--- src/rtl/adc_prime_filter_pkg.sv ---
// Shared types and helpers for the multi-channel ADC prime-class filter.
package adc_prime_filter_pkg;

  typedef enum logic [2:0] {
    IDLE,
    SOC,
    CONV,
    ADDR,
    WAIT,
    CHECK,
    DAV,
    ACK
  } state_e;

  // Accepts class codes 2,3,5,7,11,13.
  localparam logic [15:0] ACCEPT_MASK_DEFAULT = 16'h28AC;

  // Magnitude of a sign-extended sample; callers truncate to their width,
  // which maps the most negative value onto itself.
  function automatic logic [63:0] abs_w(input logic [63:0] v);
    return v[63] ? (~v + 64'd1) : v;
  endfunction

endpackage

--- src/rtl/adc_prime_filter_mc_if.sv ---
// Bundles the ADC, EPROM and consumer signals of adc_prime_filter_mc.
interface adc_prime_filter_mc_if #(
  parameter int W      = 8,
  parameter int NCH    = 4,
  parameter int CH_W   = 2,
  parameter int CODE_W = 4
);
  logic [NCH-1:0]    chen;
  logic [CH_W-1:0]   chsel;
  logic              soc;
  logic              eoc;
  logic [W-1:0]      x;
  logic [W-1:0]      addr;
  logic              mr_;
  logic [CODE_W-1:0] d;
  logic              dav_;
  logic              rfd;
  logic [W-1:0]      y;
  logic [CH_W-1:0]   ych;
  logic              err;

  modport master (
    input  chen, eoc, x, d, rfd,
    output chsel, soc, addr, mr_, dav_, y, ych, err
  );

  modport slave (
    output chen, eoc, x, d, rfd,
    input  chsel, soc, addr, mr_, dav_, y, ych, err
  );
endinterface

--- src/rtl/adc_prime_filter_mc_rr_arbiter_next.sv ---
// Finds the first enabled channel strictly after ptr, wrapping NCH-1 -> 0.
module rr_arbiter_next #(
  parameter int NCH  = 4,
  parameter int CH_W = 2
) (
  input  logic [NCH-1:0]  chen,
  input  logic [CH_W-1:0] ptr,
  output logic [CH_W-1:0] ch,
  output logic            valid
);

  logic [CH_W-1:0] cand [NCH];

  for (genvar gi = 0; gi < NCH; gi++) begin : g_cand
    assign cand[gi] = CH_W'((int'(ptr) + gi + 1) % NCH);
  end

  // Scan from farthest to nearest so the nearest enabled channel wins.
  always_comb begin
    ch    = '0;
    valid = 1'b0;
    for (int i = NCH - 1; i >= 0; i--) begin
      if (chen[cand[i]]) begin
        ch    = cand[i];
        valid = 1'b1;
      end
    end
  end

endmodule

--- src/rtl/adc_prime_filter_mc.sv ---
// Round-robin multi-channel ADC sampler that forwards samples whose EPROM class
// code is in ACCEPT_MASK. Define ADC_PRIME_FILTER_MC_EOC_TIMEOUT_EN for the EOC timeout.
module adc_prime_filter_mc
  import adc_prime_filter_pkg::*;
#(
  parameter int W      = 8,
  parameter int NCH    = 4,
  parameter int CH_W   = (NCH > 1) ? $clog2(NCH) : 1,
  parameter int CODE_W = 4,
  parameter logic [(1<<CODE_W)-1:0] ACCEPT_MASK = ACCEPT_MASK_DEFAULT,
  parameter int MEM_LAT = 2
`ifdef ADC_PRIME_FILTER_MC_EOC_TIMEOUT_EN
  , parameter int TMO = 64
`endif
) (
  input logic               clock,
  input logic               reset,
  adc_prime_filter_mc_if.master bus
);

  localparam int CNT_W = (MEM_LAT > 1) ? $clog2(MEM_LAT) : 1;

  state_e          state_q, state_d;
  logic            soc_q, soc_d;
  logic            mr_n_q, mr_n_d;
  logic            dav_n_q, dav_n_d;
  logic [W-1:0]    addr_q, addr_d;
  logic [W-1:0]    y_q, y_d;
  logic [CH_W-1:0] ych_q, ych_d;
  logic [CH_W-1:0] chsel_q, chsel_d;
  logic [CH_W-1:0] ptr_q, ptr_d;
  logic [W-1:0]    xs_q, xs_d;
  logic [CNT_W-1:0] lat_q, lat_d;

  logic [CH_W-1:0] arb_ch;
  logic            arb_valid;

`ifdef ADC_PRIME_FILTER_MC_EOC_TIMEOUT_EN
  localparam int TMO_W = $clog2(TMO + 1);
  logic [TMO_W-1:0] tmo_q, tmo_d;
  logic             err_q, err_d;
`endif

  rr_arbiter_next #(
    .NCH  (NCH),
    .CH_W (CH_W)
  ) u_rr (
    .chen  (bus.chen),
    .ptr   (ptr_q),
    .ch    (arb_ch),
    .valid (arb_valid)
  );

  always_comb begin
    state_d = state_q;
    soc_d   = soc_q;
    mr_n_d  = mr_n_q;
    dav_n_d = dav_n_q;
    addr_d  = addr_q;
    y_d     = y_q;
    ych_d   = ych_q;
    chsel_d = chsel_q;
    ptr_d   = ptr_q;
    xs_d    = xs_q;
    lat_d   = lat_q;
`ifdef ADC_PRIME_FILTER_MC_EOC_TIMEOUT_EN
    tmo_d   = tmo_q;
    err_d   = err_q;
`endif
    case (state_q)
      IDLE: begin
        if (arb_valid) begin
          chsel_d = arb_ch;
          ptr_d   = arb_ch;
          soc_d   = 1'b1;
          state_d = SOC;
`ifdef ADC_PRIME_FILTER_MC_EOC_TIMEOUT_EN
          tmo_d   = '0;
`endif
        end
      end
      SOC: begin
        if (!bus.eoc) begin
          soc_d   = 1'b0;
          state_d = CONV;
        end
      end
      CONV: begin
        if (bus.eoc) begin
          xs_d    = bus.x;
          state_d = ADDR;
        end
      end
      ADDR: begin
        addr_d  = W'(abs_w(64'($signed(xs_q))));
        mr_n_d  = 1'b0;
        lat_d   = CNT_W'(MEM_LAT - 1);
        state_d = WAIT;
      end
      WAIT: begin
        // Release the strobe on leaving WAIT so it is low for exactly MEM_LAT clocks.
        if (lat_q == '0) begin
          mr_n_d  = 1'b1;
          state_d = CHECK;
        end else begin
          lat_d = lat_q - 1'b1;
        end
      end
      CHECK: begin
        if (ACCEPT_MASK[bus.d]) begin
          y_d     = xs_q;
          ych_d   = chsel_q;
          dav_n_d = 1'b0;
          state_d = DAV;
        end else begin
          state_d = IDLE;
        end
      end
      DAV: begin
        if (!bus.rfd) begin
          dav_n_d = 1'b1;
          state_d = ACK;
        end
      end
      ACK: begin
        if (bus.rfd) state_d = IDLE;
      end
      default: state_d = IDLE;
    endcase
`ifdef ADC_PRIME_FILTER_MC_EOC_TIMEOUT_EN
    // A completed conversion in the same cycle as the deadline still counts.
    if (state_q == SOC || state_q == CONV) begin
      tmo_d = tmo_q + 1'b1;
      if (tmo_q == TMO_W'(TMO - 1) && state_d != ADDR) begin
        soc_d   = 1'b0;
        err_d   = 1'b1;
        state_d = IDLE;
      end
    end
`endif
  end

  always_ff @(posedge clock) begin
    if (reset) begin
      state_q <= IDLE;
      soc_q   <= 1'b0;
      mr_n_q  <= 1'b1;
      dav_n_q <= 1'b1;
      addr_q  <= '0;
      y_q     <= '0;
      ych_q   <= '0;
      chsel_q <= '0;
      ptr_q   <= CH_W'(NCH - 1);
      xs_q    <= '0;
      lat_q   <= '0;
`ifdef ADC_PRIME_FILTER_MC_EOC_TIMEOUT_EN
      tmo_q   <= '0;
      err_q   <= 1'b0;
`endif
    end else begin
      state_q <= state_d;
      soc_q   <= soc_d;
      mr_n_q  <= mr_n_d;
      dav_n_q <= dav_n_d;
      addr_q  <= addr_d;
      y_q     <= y_d;
      ych_q   <= ych_d;
      chsel_q <= chsel_d;
      ptr_q   <= ptr_d;
      xs_q    <= xs_d;
      lat_q   <= lat_d;
`ifdef ADC_PRIME_FILTER_MC_EOC_TIMEOUT_EN
      tmo_q   <= tmo_d;
      err_q   <= err_d;
`endif
    end
  end

  assign bus.soc   = soc_q;
  assign bus.mr_   = mr_n_q;
  assign bus.dav_  = dav_n_q;
  assign bus.addr  = addr_q;
  assign bus.y     = y_q;
  assign bus.ych   = ych_q;
  assign bus.chsel = chsel_q;
`ifdef ADC_PRIME_FILTER_MC_EOC_TIMEOUT_EN
  assign bus.err   = err_q;
`else
  assign bus.err   = 1'b0;
`endif

endmodule
--- src/flat_wrapper.sv ---
// flat-port wrapper written by rule: the top's interface ports become plain ports
module adc_prime_filter_mc_flat import adc_prime_filter_pkg::*;
#(
  parameter int W      = 8,
  parameter int NCH    = 4,
  parameter int CH_W   = (NCH > 1) ? $clog2(NCH) : 1,
  parameter int CODE_W = 4,
  parameter logic [(1<<CODE_W)-1:0] ACCEPT_MASK = ACCEPT_MASK_DEFAULT,
  parameter int MEM_LAT = 2

)
  (clock, reset, bus_chen, bus_eoc, bus_x, bus_d, bus_rfd, bus_chsel, bus_soc, bus_addr, bus_mr_, bus_dav_, bus_y, bus_ych, bus_err);
  adc_prime_filter_mc_if #(.W(W), .NCH(NCH), .CH_W(CH_W), .CODE_W(CODE_W)) bus_i ();
  input logic clock;
  input logic reset;
  input wire logic [$bits(bus_i.chen)-1:0] bus_chen;
  input wire logic [$bits(bus_i.eoc)-1:0] bus_eoc;
  input wire logic [$bits(bus_i.x)-1:0] bus_x;
  input wire logic [$bits(bus_i.d)-1:0] bus_d;
  input wire logic [$bits(bus_i.rfd)-1:0] bus_rfd;
  output wire logic [$bits(bus_i.chsel)-1:0] bus_chsel;
  output wire logic [$bits(bus_i.soc)-1:0] bus_soc;
  output wire logic [$bits(bus_i.addr)-1:0] bus_addr;
  output wire logic [$bits(bus_i.mr_)-1:0] bus_mr_;
  output wire logic [$bits(bus_i.dav_)-1:0] bus_dav_;
  output wire logic [$bits(bus_i.y)-1:0] bus_y;
  output wire logic [$bits(bus_i.ych)-1:0] bus_ych;
  output wire logic [$bits(bus_i.err)-1:0] bus_err;
  assign bus_i.chen = bus_chen;
  assign bus_i.eoc = bus_eoc;
  assign bus_i.x = bus_x;
  assign bus_i.d = bus_d;
  assign bus_i.rfd = bus_rfd;
  assign bus_chsel = bus_i.chsel;
  assign bus_soc = bus_i.soc;
  assign bus_addr = bus_i.addr;
  assign bus_mr_ = bus_i.mr_;
  assign bus_dav_ = bus_i.dav_;
  assign bus_y = bus_i.y;
  assign bus_ych = bus_i.ych;
  assign bus_err = bus_i.err;
  adc_prime_filter_mc #(.W(W), .NCH(NCH), .CH_W(CH_W), .CODE_W(CODE_W), .ACCEPT_MASK(ACCEPT_MASK), .MEM_LAT(MEM_LAT)) u_core (.clock(clock), .reset(reset), .bus(bus_i));
endmodule
--- config.mk ---
export PLATFORM = sky130hd
export DESIGN_NAME = adc_prime_filter_mc_flat
export DESIGN_NICKNAME = d
export VERILOG_FILES = /design/src/rtl/adc_prime_filter_pkg.sv /design/src/rtl/adc_prime_filter_mc_if.sv /design/src/rtl/adc_prime_filter_mc_rr_arbiter_next.sv /design/src/rtl/adc_prime_filter_mc.sv /design/src/flat_wrapper.sv
export SDC_FILE = /design/constraint.sdc
export NUM_CORES = 1
export LEC_CHECK = 0
export ABC_AREA = 0
export BUFFER_PORTS_ARGS = -buffer_cell sky130_fd_sc_hd__buf_2
export CAP_MARGIN = 15
export CORE_ASPECT_RATIO = 0.6
export CORE_MARGIN = 4
export CORE_UTILIZATION = 47
export DETAILED_ROUTE_END_ITERATION = 7
export PLACE_DENSITY = 0.75
export SYNTH_ARGS = -nofsm -noshare
export SYNTH_HDL_FRONTEND = slang
export SYNTH_SLANG_ARGS = --single-unit
--- constraint.sdc ---
create_clock -name clock -period 1.6 [get_ports clock]
set_input_delay 0.08 -clock clock [delete_from_list [all_inputs] [get_ports clock]]
set_output_delay 0.08 -clock clock [all_outputs]
set_load 0.02 [all_outputs]
==> results of run 1 <==
## logic make-up after synthesis
family                   Yosys count
XOR/XNOR                           5
multiplexers                      20
other                              1
adder cells (fa/ha/maj)            1
AO/OA/AOI/OAI                     46
AND/OR/NAND/NOR                   61
flip-flops                        37
buffers and inverters             21
## cell type report
type                       count  area [um^2]  area share (%)
clock buffer                   7         96.3            4.54
clock inverter                 1         5.00           0.236
inverter                       8         30.0            1.41
multi-input combinational    134          882            41.5
sequential                    37          741            34.9
tap                           45         56.3            2.65
timing repair buffer          54          313            14.7
## path summary, 6_finish.rpt
kind / to / slack [ps]
worst max-delay path: u_core.bus.y[6] / 120
worst min-delay path: u_core.xs_q[1] / 20
worst max register to register: u_core.bus.y[6] / 120
worst min register to register: u_core.bus.chsel[1] / 480
## sequential cells by signal, indices dropped and copies added (netlist names)
name	count
u_core.xs_q	8
u_core.bus.soc	1
u_core.lat_q	1
u_core.bus.mr_	1
u_core.bus.ych	2
u_core.bus.dav_	1
u_core.ptr_q	2
u_core.bus.chsel	2
u_core.bus.addr	8
u_core.bus.y	8
u_core.state_q	3
## per-stage QoR
step | hold WS (ps) | setup slack [ps] | utilization (%)
detailed placement | 317 | 139 | 59.8
floorplan | 219 | 136 | -
finish | 23.7 | 116 | 62.8
global route | 32.9 | 5.29 | 62.8
global placement | 312 | 135 | 59.8
CTS | 21.1 | 111 | 62.8
## worst reg2reg max path, delay by kind of cell, from the launching register on
| family | cells | cell delay, ps |
|---|---|---|
| flip-flops | 1 | 320 |
| buffers and inverters | 1 | 200 |
| multiplexers | 1 | 210 |
| AND/OR/NAND/NOR | 2 | 350 |
| AO/OA/AOI/OAI | 1 | 270 |
## power groups by stage
stage | registers (uW) | logic [uW] | clock network (uW)
finish | 1050 | 515 | 704
global route | 1060 | 570 | 766
CTS | 1050 | 516 | 723
detailed placement | 1070 | 513 | 0
global placement | 1070 | 509 | 0
floorplan | 1110 | 308 | 0
## cells in the final DEF (no fill, tap or decap), types with 6 or more instances in the layout
cell / synthesis / final
nor2_1: 34 / 34
dfxtp_1: 37 / 37
a211oi_1: 8 / 8
buf_2: 2 / 42
buf_4: 2 / 11
o21ai_0: 6 / 6
mux2i_1: 20 / 20
a21oi_1: 13 / 13
inv_1: 8 / 8
clkbuf_8: 0 / 7
## layer usage
layer	global-route usage (%)	wire length (um)
met1	26.2	2020
met2	21.5	1370
met4	4.74	27
met5	0	0
met3	5.41	234
==> impl_metrics.ini, run 1 <==
[outcome]
outcome = completed

[logic_synthesis]
synth-xor-area-share_pct = 2.55
synth_area_leaders = dfxtp_1 (43%), mux2i_1 (12%), nor2_1 (7.4%)
synth_compound_area_share_pct = 18.9
synth-async-reset-ratio_pct = 0
postSynthRegisterBits = 37
syn-num-nets = 213
ys_seq_area_share_pct = 43.1
ys_types = 41
synth-simple-area-share_pct = 17.0
synth_top_family_by_area = compound AO/OA/AOI/OAI gates
synth_common_cells = dfxtp_1 (37), nor2_1 (34), mux2i_1 (20), a21oi_1 (13)
synthAdderAreaFrac_pct = 0.728
postSynthAreaPerCell_um2 = 8.95
synth_top_area_cell = dfxtp_1
synthFlopType = dfxtp_1
synth_most_common_cell = dfxtp_1
synth_top_area_share_pct = 43.1
synth_mux_area_share_pct = 11.7
synth_enable_flop_cells = 0
synth_cells = 192
synthesis.area_mm2 = 0.00172
yosys_warnings = 0

[clocking]
cts_resized = 0
clkLatencyLatePin_ps = 280
cts_buffers = 5
cts.clk_slew.worst_paths_ps = 70
cts_tree = done
root_buffer = clkbuf_8
clockBufferDepth = 2
cts.sinks = 37
htreeDepth = 2
cts_hold_buf = 0
post_cts_buffers = 0

[floorplan]
rows = 16
initial_core_util_pct = 50.8
die_w_um = 86.1
io-pin-count = 44
fp.dieH_um = 54.8
dieArea_mm2 = 0.00472
core-area_mm2 = 0.00338

[place]
gp_congestion = 0.794
placed_cells = 278
dpl.hpwl_mm = 2.62
placed_cell_area_mm2 = 0.00202
io_buffers = 42

[worst_hold_path]
min_delay_path_depth = 3
hold_class = in2reg
min_from = bus_x[1]

[drt]
antenna_left = 0
drc = 0
first_iter_violations = 81
wirelength_mm = 3.65
vias_per_cell = 5.06
vias = 1447
drt-pass1-iter-count = 4
avgRoutedWirePerCell_um = 12.8

[sta]
setup_viol = 0
hold_viol = 0
relSlewSlack_pct = 57.5
fin_skew_ps = 3.30
slew_violations = 0
rsz0062_at_grt = no
max_slew.worst_pin.slew_ps = 637
fmax_ghz = 0.674
fin_crit_sh_pct = 92.8
period_needed_ps = 1480
fin_setup_tns_ps = 0

[power_and_ir_drop]
p_int_uw = 1610
power_frac_comb_pct = 22.7
p_sw_share_pct = 29.2
finalPower_uw = 2270
p_per_area_mw_per_mm2 = 1070
power.leakage_uw = 0.000888
clockPowerShare_pct = 31.0
pwr-share-seq_pct = 46.4
power_switching_uw = 664
ir_worst_vdd_v = 0.000681

[critical_path]
worstPathMaxFanout = 13
cp.required_ps = 1750
crit_chain = or2b_1 > a2111oi_4 > buf_12 > mux2i_1 > nor2_1
r2r_start = u_core.state_q[2]
worstPathArrival_ps = 1630
critPathSlowestCell = dfxtp_1
worstSetupPathDepth = 5
crit_path_max_incr_delay_ps = 320
end_kind = flip-flop
crit_type = reg2reg
startpoint_type = flip-flop
critical-path-top-delay-family = simple AND/OR/NAND/NOR gates
critical_path_buf_inv_count = 1
startpoint = u_core.state_q[2]
reg2reg_depth = 5

[global_routing]
grt_pass1_vias = 1259
grt_pass1_wl_mm = 6.09
grtUsageTotal_pct = 16.9
grt_overflow_total = 0
grt_max_degree = 38
antenna_found_initial = 0

[finish]
drive_above_1_share_pct = 27.0
nFillCells = 292
n_antenna_cell = 0
syn_to_final_growth_pct = 23.6
fin_cells = 286
final_area_mm2 = 0.00212
nets = 261

[run]
cap_violations = 0
(Power assumes the default switching activity.)
==> run 2: changes to the inputs <==
--- a/config.mk
+++ b/config.mk
@@ -12,7 +12,7 @@
 export CORE_MARGIN = 4
 export CORE_UTILIZATION = 47
 export DETAILED_ROUTE_END_ITERATION = 7
-export PLACE_DENSITY = 0.75
+export PLACE_DENSITY = 0.81
 export SYNTH_ARGS = -nofsm -noshare
 export SYNTH_HDL_FRONTEND = slang
 export SYNTH_SLANG_ARGS = --single-unit
==> run 2 against run 1 <==
- first-iteration DRC count down 52%
- sequential power about the same
- largest cell class unchanged
- core utilization down 0.74 points
- routed wire length down 0.93%
- global-route usage down 0.96 points
- combinational power about the same
- fmax down 0.24%
==> impl_metrics.ini, run 2 (same netlist as run 1, synthesis figures left out) <==
[drt]
drc = 0
vias = 1460
antenna_left = 0
drt-pass1-iter-count = 4
wirelength_mm = 3.62
avgRoutedWirePerCell_um = 12.7
first_iter_violations = 39
vias_per_cell = 5.12

[outcome]
outcome = completed

[clocking]
root_buffer = clkbuf_8
cts_tree = done
cts_hold_buf = 0
htreeDepth = 2
cts.clk_slew.worst_paths_ps = 80
cts.sinks = 37
cts_buffers = 5
clockBufferDepth = 2
clkLatencyLatePin_ps = 280

[finish]
nets = 260
final_common_cell = buf_2
n_antenna_cell = 0
syn_to_final_growth_pct = 22.1
drive_above_1_share_pct = 26.7
nFillCells = 302
layout_common_cells = buf_2 (42), dfxtp_1 (36), nor2_1 (34), mux2i_1 (20), a21oi_1 (13)
fin_util_pct = 62.0

[sta]
fin_setup_tns_ps = 0
period_needed_ps = 1490
setup_viol = 0
fin_crit_sh_pct = 93.0
rsz0062_at_grt = no
slew_violations = 0
fmax_ghz = 0.672
holdWs_ps = 26.1
fin_skew_ps = 6.84
hold_viol = 0

[critical_path]
worstPathArrival_ps = 1640
end_kind = flip-flop
startpoint_type = flip-flop
critical-path-top-delay-family = flip-flops
crit_type = reg2reg
worstPathMaxFanout = 13
critical_path_buf_inv_count = 1
cp.required_ps = 1750
critPathSlowestCell = dfxtp_2
crit_chain = or2b_1 > a2111oi_4 > buf_12 > mux2i_1 > nor2_1
crit_path_max_incr_delay_ps = 360

[power_and_ir_drop]
p_per_area_mw_per_mm2 = 1040
power.leakage_uw = 0.000874
finalPower_uw = 2180
ir_worst_vdd_v = 0.000783

[global_routing]
grtUsageTotal_pct = 16.0
antenna_found_initial = 0
grt_overflow_total = 0
grt_max_degree = 38
grt_pass1_wl_mm = 5.73
grt_pass1_vias = 1240

[floorplan]
io-pin-count = 44
core-area_mm2 = 0.00338
dieArea_mm2 = 0.00472
die_w_um = 86.1
fp.dieH_um = 54.8
rows = 16
initial_core_util_pct = 50.8

[run]
cap_violations = 0

[place]
io_buffers = 42
gp_congestion = 0.893
dpl.hpwl_mm = 2.68

[worst_hold_path]
hold_class = in2reg
run 2: repair_timing:
| item | CTS | global route |
|---|---|---|
| buffers inserted | 0 | 0 |
| endpoints found under the setup margin | 0 | 7 |
| gates resized for setup | 0 | 1 |
run 2: metrics by stage:
stage | instance area, um^2 | setup slack, ps | cells
after detailed placement | 2010 | 82.3 | 277
after global placement | 2010 | 122 | 277
after floorplan | 1720 | 136 | 192
after CTS | 2100 | 66.8 | 285
after global routing | 2100 | 26.7 | 285
final | 2100 | 112 | 285
run 2: tightest hold or removal path: stages:
cell,delay (ps)
buf_2,70
a21oi_1,50
nor2_1,70
run 2: routing by layer:
metal  global-route usage (%)  share of wire (%)  vias up
met5                        0                  0        -
met4                     5.53               0.72        0
met3                     5.56                8.9        4
met2                     23.0                 39       45
met1                     22.1                 52      647
li1                         -                  -      764
run 2: cell type report:
class	instances	area, um^2	area share (%)
clock buffers	6	72.6	3.46
flip-flops and latches	37	742	35.4
well taps	45	56.3	2.68
repair buffers	53	305	14.5
inverters	8	30.0	1.43
clock inverters	2	10.0	0.477
multi-input cells	134	882	42.0
run 2: final timing paths:
check	start	endpoint	slack (ps)	depth (start not counted)
worst max-delay path	u_core.state_q[2]	u_core.bus.ych[0]	110	5
worst min-delay path	bus_x[1]	u_core.xs_q[1]	30	3
worst max register to register	u_core.state_q[2]	u_core.bus.ych[0]	110	5
worst min register to register	u_core.bus.chsel[1]	u_core.bus.chsel[1]	490	2
run 2: report_power, final:
group	switching (uW)	leakage, uW	total [uW]	internal, uW
registers	59.1	0.000301	1050	995
clock network	309	0.0000450	611	302
logic	285	0.000528	512	227
==> run 3: changes to the inputs <==
--- a/config.mk
+++ b/config.mk
@@ -12,7 +12,8 @@
 export CORE_MARGIN = 4
 export CORE_UTILIZATION = 47
 export DETAILED_ROUTE_END_ITERATION = 7
-export PLACE_DENSITY = 0.81
+export MAX_ROUTING_LAYER = met4
+export PLACE_DENSITY_LB_ADDON = 0.15
 export SYNTH_ARGS = -nofsm -noshare
 export SYNTH_HDL_FRONTEND = slang
 export SYNTH_SLANG_ARGS = --single-unit
==> run 3 against run 2 <==
- fmax is 1.4% lower
- clock power grew 5.9%
- die area is the same
- sequential share of layout area fell by 0.10 points
- global-route usage increased by 2.6 points
- routed wire length rose by 7.3%
- critical path depth unchanged
- register-to-register slack got worse by 20 ps
- largest power group unchanged
- highest routed layer unchanged
==> impl_metrics.ini, run 3 (same netlist as run 1, synthesis figures left out) <==
[outcome]
outcome = completed

[clocking]
cts_resized = 0
clockBufferDepth = 2
cts_tree = done
htreeDepth = 2
clkLatencyLatePin_ps = 280
root_buffer = clkbuf_8
cts_buffers = 5
cts.sinks = 37
post_cts_buffers = 0
cts_hold_buf = 0
cts.clk_slew.worst_paths_ps = 70

[drt]
drt-pass1-iter-count = 4
antenna_left = 0
first_iter_violations = 109
avgRoutedWirePerCell_um = 13.7
drc = 0
vias = 1479
wirelength_mm = 3.88
vias_per_cell = 5.21

[global_routing]
grt_max_degree = 38
use_met2_pct = 27.2
met3_usage_pct = 5.86
antenna_found_initial = 0
grt-busiest-layer = met2
grt_overflow_total = 0
grt_pass1_wl_mm = 6.35
grtUsageTotal_pct = 18.6
grt_util_met1_pct = 23.7
grt_pass1_vias = 1383

[power_and_ir_drop]
power_switching_uw = 660
finalPower_uw = 2220
power_frac_comb_pct = 23.6
pwr-share-seq_pct = 47.3
p_sw_share_pct = 29.7
clockPowerShare_pct = 29.1
p_per_area_mw_per_mm2 = 1060
ir_worst_vdd_v = 0.000528
power.leakage_uw = 0.000874
p_int_uw = 1560

[floorplan]
dieArea_mm2 = 0.00472
fp.dieH_um = 54.8
initial_core_util_pct = 50.8
core-area_mm2 = 0.00338
rows = 16
die_w_um = 86.1
io-pin-count = 44

[critical_path]
worstPathMaxFanout = 13
critical_path.endpoint = u_core.bus.ych[0]
reg2reg_depth = 5
timing.rr.end = u_core.bus.ych[0]
end_kind = flip-flop
crit_type = reg2reg
critPathSlowestCell = dfxtp_1
r2r_start = u_core.state_q[2]
crit_chain = or2b_1 > a2111oi_4 > buf_12 > mux2i_1 > nor2_1
r2r_slack_ps = 90
cp.required_ps = 1750
worstPathArrival_ps = 1650
startpoint_type = flip-flop
startpoint = u_core.state_q[2]
crit_path_max_incr_delay_ps = 330

[worst_hold_path]
hold_class = in2reg

[sta]
slew_violations = 0
fin_setup_tns_ps = 0
fin_crit_sh_pct = 94.3
rsz0062_at_grt = no
fin_skew_ps = 2.17
fmax_ghz = 0.663
period_needed_ps = 1510
setup_viol = 0
max_slew.worst_pin.slew_ps = 644
relSlewSlack_pct = 57.1
hold_viol = 0

[run]
cap_violations = 0

[finish]
drive_above_1_share_pct = 25.9
final_common_cell = buf_2
n_antenna_cell = 0
nets = 260
syn_to_final_growth_pct = 22.3
layout_common_cells = buf_2 (42), dfxtp_1 (37), nor2_1 (34), mux2i_1 (20), a21oi_1 (13)

[place]
gp_congestion = 0.807
io_buffers = 42
dpl.hpwl_mm = 2.86
[run 3: cell types whose count changed in the layout (fill, tap and decap cells not counted)]
cell and change:
clkbuf_8 +1, clkinv_2 -2, dfxtp_1 +1, dfxtp_2 -1
[run 3: layout make-up]
cell class	instances	area (um^2)
flip-flops and latches	37	741
repair buffers	53	305
fillers	329	1280
clock buffers	7	86.3
multi-input cells	134	882
well taps	45	56.3
inverters	8	30.0
[run 3: metrics by stage]
stage                     cells  util, %  hold WS [ps]  area (um^2)  setup WS (ps)
after floorplan             192        -           219         1720            136
after global placement      277     59.5           308         2010            157
after detailed placement    277     59.5           313         2010            103
after CTS                   284     62.1          15.7         2100           81.1
after global routing        284     62.1          53.9         2100           22.9
final                       284     62.1          20.0         2100           90.6
[run 3: power by group through the flow]
stage	Clock, uW	Sequential (uW)	Combinational [uW]
floorplan	0	1110	308
global placement	0	1070	506
detailed placement	0	1070	523
CTS	661	1050	526
global route	701	1060	581
finish	647	1050	523
[run 3: worst min-delay path by stage]
stage	cells after the start	startpoint	end	slack, ps
floorplan	2	bus_x[0]	u_core.xs_q[0]	220
global placement	3	bus_x[0]	u_core.xs_q[0]	310
detailed placement	3	bus_x[0]	u_core.xs_q[0]	310
CTS	3	bus_x[0]	u_core.xs_q[0]	20
global route	3	bus_x[1]	u_core.xs_q[1]	50
finish	3	bus_x[0]	u_core.xs_q[0]	20
[run 3: critical path, delay by kind of cell, from the launching register on]
| kind | cells | cell delay (ps) |
|---|---|---|
| AND/OR/NAND/NOR | 2 | 350 |
| AO/OA/AOI/OAI | 1 | 270 |
| buffers and inverters | 1 | 200 |
| flip-flops | 1 | 330 |
| multiplexers | 1 | 200 |
[run 3: metal layers]
layer	part of all wire, %	up-vias
met4	1.8	0
met3	6.4	10
met5	0	-
met1	49	663
li1	-	758
met2	43	48
